===== src/rtl/bank_mapper_6509.sv =====
// Bank adapter for a 6502 in a 6509 socket: execution/indirect bank registers and (zp),Y cycle tracking.
// Optional TRACE_EN macro enables a registered debug snapshot on the test port.
module bank_mapper_6509 #(
  parameter int                    BANK_WIDTH  = 4,
  parameter logic [15:0]           EXEC_ADDR   = 16'h0000,
  parameter logic [15:0]           IND_ADDR    = 16'h0001,
  parameter logic [BANK_WIDTH-1:0] RESET_BANK  = '1,
  parameter bit                    IND_ALL_OPS = 1'b0
) (
  input  logic                  clock,
  input  logic                  reset,
  input  logic                  r_w,
  input  logic [15:0]           address_cpu,
  input  logic [7:0]            data_in,
  output logic [7:0]            data_out,
  output logic                  data_oe,
  input  logic                  rdy,
  input  logic                  sync,
  output logic [BANK_WIDTH-1:0] address_bank,
  output logic                  ind_active,
  output logic [7:0]            test
);

  typedef enum logic [2:0] {
    IDLE  = 3'd0,
    OPER  = 3'd1,
    PTRL  = 3'd2,
    PTRH  = 3'd3,
    DATA1 = 3'd4,
    DATA2 = 3'd5
  } state_t;

  state_t                state, state_nxt;
  logic                  opc_a0, opc_a0_nxt;
  logic [BANK_WIDTH-1:0] exec_bank, ind_bank;
  logic                  hit_exec, hit_ind, opc_match, advance;

  assign hit_exec = (address_cpu == EXEC_ADDR);
  assign hit_ind  = (address_cpu == IND_ADDR);
  // Read cycles stall while rdy is low; write cycles always complete.
  assign advance  = rdy | ~r_w;

  always_comb begin
    opc_match = 1'b0;
    if (IND_ALL_OPS)
      opc_match = (data_in[4:0] == 5'b10001);
    else
      opc_match = (data_in == 8'hB1) || (data_in == 8'h91);
  end

  always_comb begin
    state_nxt  = state;
    opc_a0_nxt = opc_a0;
    if (advance) begin
      case (state)
        IDLE: if (sync && opc_match) begin
          state_nxt  = OPER;
          opc_a0_nxt = address_cpu[0];
        end
        // A non-incrementing operand fetch means the opcode was not executed.
        OPER:  state_nxt = (address_cpu[0] != opc_a0) ? PTRL : IDLE;
        PTRL:  state_nxt = PTRH;
        PTRH:  state_nxt = DATA1;
        DATA1: state_nxt = DATA2;
        DATA2: begin
          state_nxt = IDLE;
          if (sync && opc_match) begin
            state_nxt  = OPER;
            opc_a0_nxt = address_cpu[0];
          end
        end
        default: state_nxt = IDLE;
      endcase
    end
  end

  always_ff @(posedge clock) begin
    if (reset) begin
      state     <= IDLE;
      exec_bank <= RESET_BANK;
      ind_bank  <= RESET_BANK;
    end else begin
      state <= state_nxt;
      if (!r_w && hit_exec) exec_bank <= data_in[BANK_WIDTH-1:0];
      if (!r_w && hit_ind)  ind_bank  <= data_in[BANK_WIDTH-1:0];
    end
  end

  always_ff @(posedge clock) begin
    opc_a0 <= opc_a0_nxt;
  end

  assign ind_active   = (state == DATA1) || ((state == DATA2) && !sync);
  assign address_bank = ind_active ? ind_bank : exec_bank;
  assign data_oe      = r_w & (hit_exec | hit_ind);

  always_comb begin
    data_out = 8'hFF;
    data_out[BANK_WIDTH-1:0] = hit_ind ? ind_bank : exec_bank;
  end

`ifdef TRACE_EN
  logic [7:0] trace_p0;

  always_ff @(posedge clock) begin
    if (reset) trace_p0 <= 8'h00;
    else       trace_p0 <= {state, ind_active, sync, rdy, opc_a0, r_w};
  end

  assign test = trace_p0;
`else
  assign test = 8'h00;
`endif

endmodule


===== config.mk =====
export PLATFORM = sky130hd
export DESIGN_NAME = bank_mapper_6509
export DESIGN_NICKNAME = d
export VERILOG_FILES = /design/src/rtl/bank_mapper_6509.sv
export SDC_FILE = /design/constraint.sdc
export NUM_CORES = 1
export LEC_CHECK = 0
export CORE_MARGIN = 2
export CORE_UTILIZATION = 45
export CTS_CLUSTER_DIAMETER = 40
export DETAILED_ROUTE_END_ITERATION = 8
export DONT_BUFFER_PORTS = 1
export PLACE_DENSITY = 0.58
export SLEW_MARGIN = 20
export SYNTH_ARGS = -nofsm -noshare
export SYNTH_HDL_FRONTEND = slang
export SYNTH_SLANG_ARGS = --single-unit

===== constraint.sdc =====
create_clock -name clock -period 1.46 [get_ports clock]
set_input_delay 0.219 -clock clock [delete_from_list [all_inputs] [get_ports clock]]
set_output_delay 0.219 -clock clock [all_outputs]
set_load 0.05 [all_outputs]

After elaboration in Yosys (flattened, before gate mapping)
Index checks and enable logic that the tools add are counted.
Word-level totals
  flip-flop bits (word level): 12
  input port bits: 29
  output and inout bits: 22
  logic and storage cells: 37
Operators by class
  equal/unequal tests: 10
  bitwise operators: 4
  muxes and demuxes: 6
  reduce and logical (&&, ||, !) cells: 13
Operators with widths (count)
  3-bit case mux with 6 select lines: 1
  16-bit by 1-bit == test with 1-bit output, second input constant: 1
  8-bit == test, second input constant: 2
  16-bit logical NOT: 1
  4-bit two-way mux: 2
  3-bit by 2-bit == test with 1-bit output, second input constant: 2
  3-bit == test, second input constant: 2
  1-bit logical AND: 4
  3-bit by 1-bit == test with 1-bit output, second input constant: 1
  3-bit logical NOT: 1
  3-bit two-way mux: 1
  3-bit AND reduction: 1
  1-bit logical NOT: 2
  1-bit logical OR: 2
  2-bit two-way mux: 1
  2-bit != test, second input constant: 1
  1-bit OR: 2
  2-bit AND reduction: 1
  2-bit OR reduction: 1
  1-bit bitwise AND: 1
  1-bit two-way mux: 1
  1-bit != test: 1
  1-bit NOT: 1

Longest topological paths before layout
  depth after elaboration: 5
  mapped depth: 5
  mapped depth without buffers: 4

Least setup slack after synthesis
Ideal clock, no wire load.
  path kind: reg-to-output
  start: register state[1]
  end: output address_bank[0]
  path buffers: 1
  stages on the path, launching flop included: 4
  arrival time: 1877 ps
  slack: -636 ps
  required time: 1241 ps
  cells stage by stage: dfxtp_1 > clkbuf_1 > a211oi_2 > mux2_2
Between the ends
  longest elaborated chain between the ends: 4
  elaborated cells between the ends (all ways): 5
  those cells by class: eq/ne: 2; mux: 1; reduce/logical: 2
RTL lines
  from (decl): RTL line 33  | state_t state, state_nxt;
  from (signal assigned): RTL line 83  | state <= state_nxt;
  3-bit == test: RTL line 93  | assign ind_active = (state == DATA1) || ((state == DATA2) && !sync);
  1-bit logical AND: RTL line 93
  1-bit logical OR (*): RTL line 93
  net ind_active: RTL line 20  | output logic ind_active,
  4-bit two-way mux (*): RTL line 94  | assign address_bank = ind_active ? ind_bank : exec_bank;
  to (decl): RTL line 19  | output logic [BANK_WIDTH-1:0] address_bank,
Mark *: on every way through the listed nets, which the timed path passes. The rest lies on a longest branch.

Worst setup path in the final report
  start: register state[2]
  end: output address_bank[2]
Between the ends
  longest elaborated chain between the ends: 4
  elaborated cells between the ends (all ways): 5
  those cells by class: eq/ne: 2; mux: 1; reduce/logical: 2
RTL lines (RTL line)
  3-bit == test: 93
  1-bit logical AND: 93
  1-bit logical OR (*): 93
  4-bit two-way mux (*): 94
Every way passes the cells marked *; elsewhere a longest branch is shown, timed or not.

==> metrics <==
top-level I/O count=51; P_sw=between 0.00015 and 0.0002 W; grt total ovfl=0; leakage=about 0.39 nW; CTS Sinks=12; Worst VDD drop=around 450 uV; most frequent cells in the layout=conb_1, nor2_1, dfxtp_1, inv_1, o21ai_0; netlist area before placement=~850 sq um; die area=approximately 0.0023 sq mm; failing checks=negative setup slack; Clock Power Share=between 30 and 40%; DRT Pass-1 Iters=4; Ys Warns=0; Post-synth EDFFs=1; Reg-to-Reg Start=state[0]; gpl congestion=about 0.75; WS Path Type=flip-flop to primary output; Iteration-0 DRC Markers=8; largest net degree at the start of global routing=13; Clk pin slew, worst setup/hold paths=approximately 0.08 ns; f_max=620.6 MHz; # nets final=~140; Core Area=0.001764 sq mm; CP Data Required Time=about 1.2 ns; final hold viol count=0; # rows=15; vias in the first global route=641; Initial Utilization=48.37%; switching share of total power=around 30%; worst setup margin=-0.1515 ns; CTS tree=built; synthesized area per cell=about 8.8 sq um; routed vias/inst=around 5.4; Final Cycle Share=110.4%; drc violations=0; FFs w/ async S/R, synth=0%; insertion delay to the later sink of the worst-skew pair=between 0.2 and 0.3 ns; Routed Wire Length=about 1700 um; unrepaired setup endpoints after global routing=true; PwrDens=slightly above 600 mW/mm^2; leading cell type in the layout, fill and taps excluded=conb_1; via count=~700; Hold Path Class=input port to flip-flop; combinational share of power=roughly 15%; Hold EP=opc_a0; Tmin final=1.611 ns; crit-path max FO=5; Worst R2R Path Depth=5; Hold Crit Start=address_cpu[0]; clock buffer count from CTS=3; Synth area leaders=dfxtp_1, buf_4, mux2_2, mux2i_1, nor2_1; Seq. cell area=between 200 and 300 sq um; critical path's slowest cell=mux2_4; diode count=0; root buffer cell=clkbuf_4; Yosys top cell area share=between 20% and 30%; Yosys reg bits=12; startpoint class of the critical path=flip-flop; htree depth=1; Die Ht=47.55 um; multi-input logic area=561.8 sq um; Final Setup Violations=4; Avg WL per Cell=about 13 um; Max Clock Skew=0.0006748 ns; I/O Buffers=0; initial antenna violation count=0; Pint=between 0.0004 and 0.0005 W; Crit Reg-Reg Endpoint=state[1]; status=finished, violations left; crit-path cells=inv_2 -> a211oi_4 -> buf_12 -> mux2_4; layout cells sized above 1=between 20% and 30%; Reg power frac=around half; Max-Cap Viols=0; Worst Setup End Kind=primary output; first-pass GRT wire length=2670 um; setup TNS=-0.6012 ns; worst hold path depth=0; Layout fillers=~180; chip width=roughly 48 um; slowest stage delay, CP=around 0.38 ns; Slew Viols, Final=0; Seq/Total Area, Yosys=between 20 and 30%; post-DP HPWL=roughly 1300 um; Total GRT Usage=between 15 and 20%; cells after synthesis=between 90 and 100; Area Growth Syn to Fin=21.70%; Max clock buf depth=2; Synth Flop Type=dfxtp_1; register-to-register setup slack=0.21 ns; Crit path arrival time=1.39 ns; Routed Antenna Nets=0; placed cell count=approximately 120; Netlist cell types=32; post-route insts no fill=around 130; Synth area leader=dfxtp_1
==> flip-flops by register name, indices dropped and copies added, names as in the netlist <==
register and flops:
ind_bank 4, opc_a0 1, state 3, exec_bank 4
==> what timing repair did <==
action	in CTS	in global routing
pin swaps	2	0
hold buffers	1	0
resized for setup	8	1
endpoints found under the hold margin	2	0
buffers inserted	2	0
setup endpoints to repair	7	8
==> per-layer routing <==
layer | global-route usage [%] | part of all wire [%]
met3 | 6.415 | 10
met4 | 9.189 | 0.81
met1 | 21.46 | 44
met5 | 0 | 0
met2 | 25.95 | 45
==> metrics by stage <==
stage,hold slack (ns),instance area (sq um),worst slack (ns),total power [W],util (%)
after floorplan,0.3007,924.6,-0.3178,0.0004583,-
after CTS,0.02684,1035,-0.1584,0.0006528,58.65
after global placement,0.2948,937.1,-0.01282,0.0004286,53.12
final,0.03662,1039,-0.1515,0.0006436,58.87
after global routing,0.01657,1039,-0.1933,0.0006753,58.87
after detailed placement,0.2935,937.1,-0.01972,0.0004292,53.12
==> cell usage after synthesis, types with 2 or more instances <==
cell type,n
o311ai_0,4
inv_1,7
a21oi_1,2
nor4_1,2
mux2_2,8
conb_1,2
buf_4,12
o21ai_0,6
dfxtp_1,11
nand4_1,3
nor4_2,3
mux2i_1,4
nor2_1,10
clkbuf_1,4
nand2_1,2
==> logic make-up after synthesis <==
group / synth area share [%]
and+or+nand+nor: 23.61
buffers and inverters: 15.40
AOI/OAI and AO/OA: 13.49
muxes: 15.25
DFF: 29.33
xor gates and xnor gates: 2.053
other: 0.8801
==> how the worst max path moves through the flow <==
stage,slack [ns],depth (start not counted),end,from
floorplan,-0.32,3,address_bank[0],state[0]
global placement,-0.01,5,data_out[3],address_cpu[11]
detailed placement,-0.02,5,data_out[0],address_cpu[11]
CTS,-0.16,3,address_bank[2],state[1]
global route,-0.19,4,address_bank[3],state[2]
finish,-0.15,4,address_bank[2],state[2]
==> critical path: cells and delay by family (launching register included) <==
kind | cells | cell delay [ns]
AO/OA/AOI/OAI | 1 | 0.19
buffers and inverters | 2 | 0.20
flip-flops | 1 | 0.35
multiplexers | 1 | 0.38
==> cell type report <==
cell class	count	area share [%]
Inverter	7	2.530
Clock buffer	4	2.530
Tap cell	25	3.012
Sequential cell	12	24.46
Timing Repair Buffer	11	13.37
Multi-Input combinational cell	72	54.10
==> power by group through the flow <==
stage           logic, W  clock network, W  registers [W]
2_1_floorplan   0.000119                 0       0.000339
3_3_place_gp   0.0000890                 0       0.000340
3_5_place_dp   0.0000896                 0       0.000340
4_1_cts        0.0000944          0.000227       0.000332
5_1_grt         0.000101          0.000243       0.000332
6_report       0.0000953          0.000217       0.000332
Note: power is estimated with default switching activity, not from simulation.
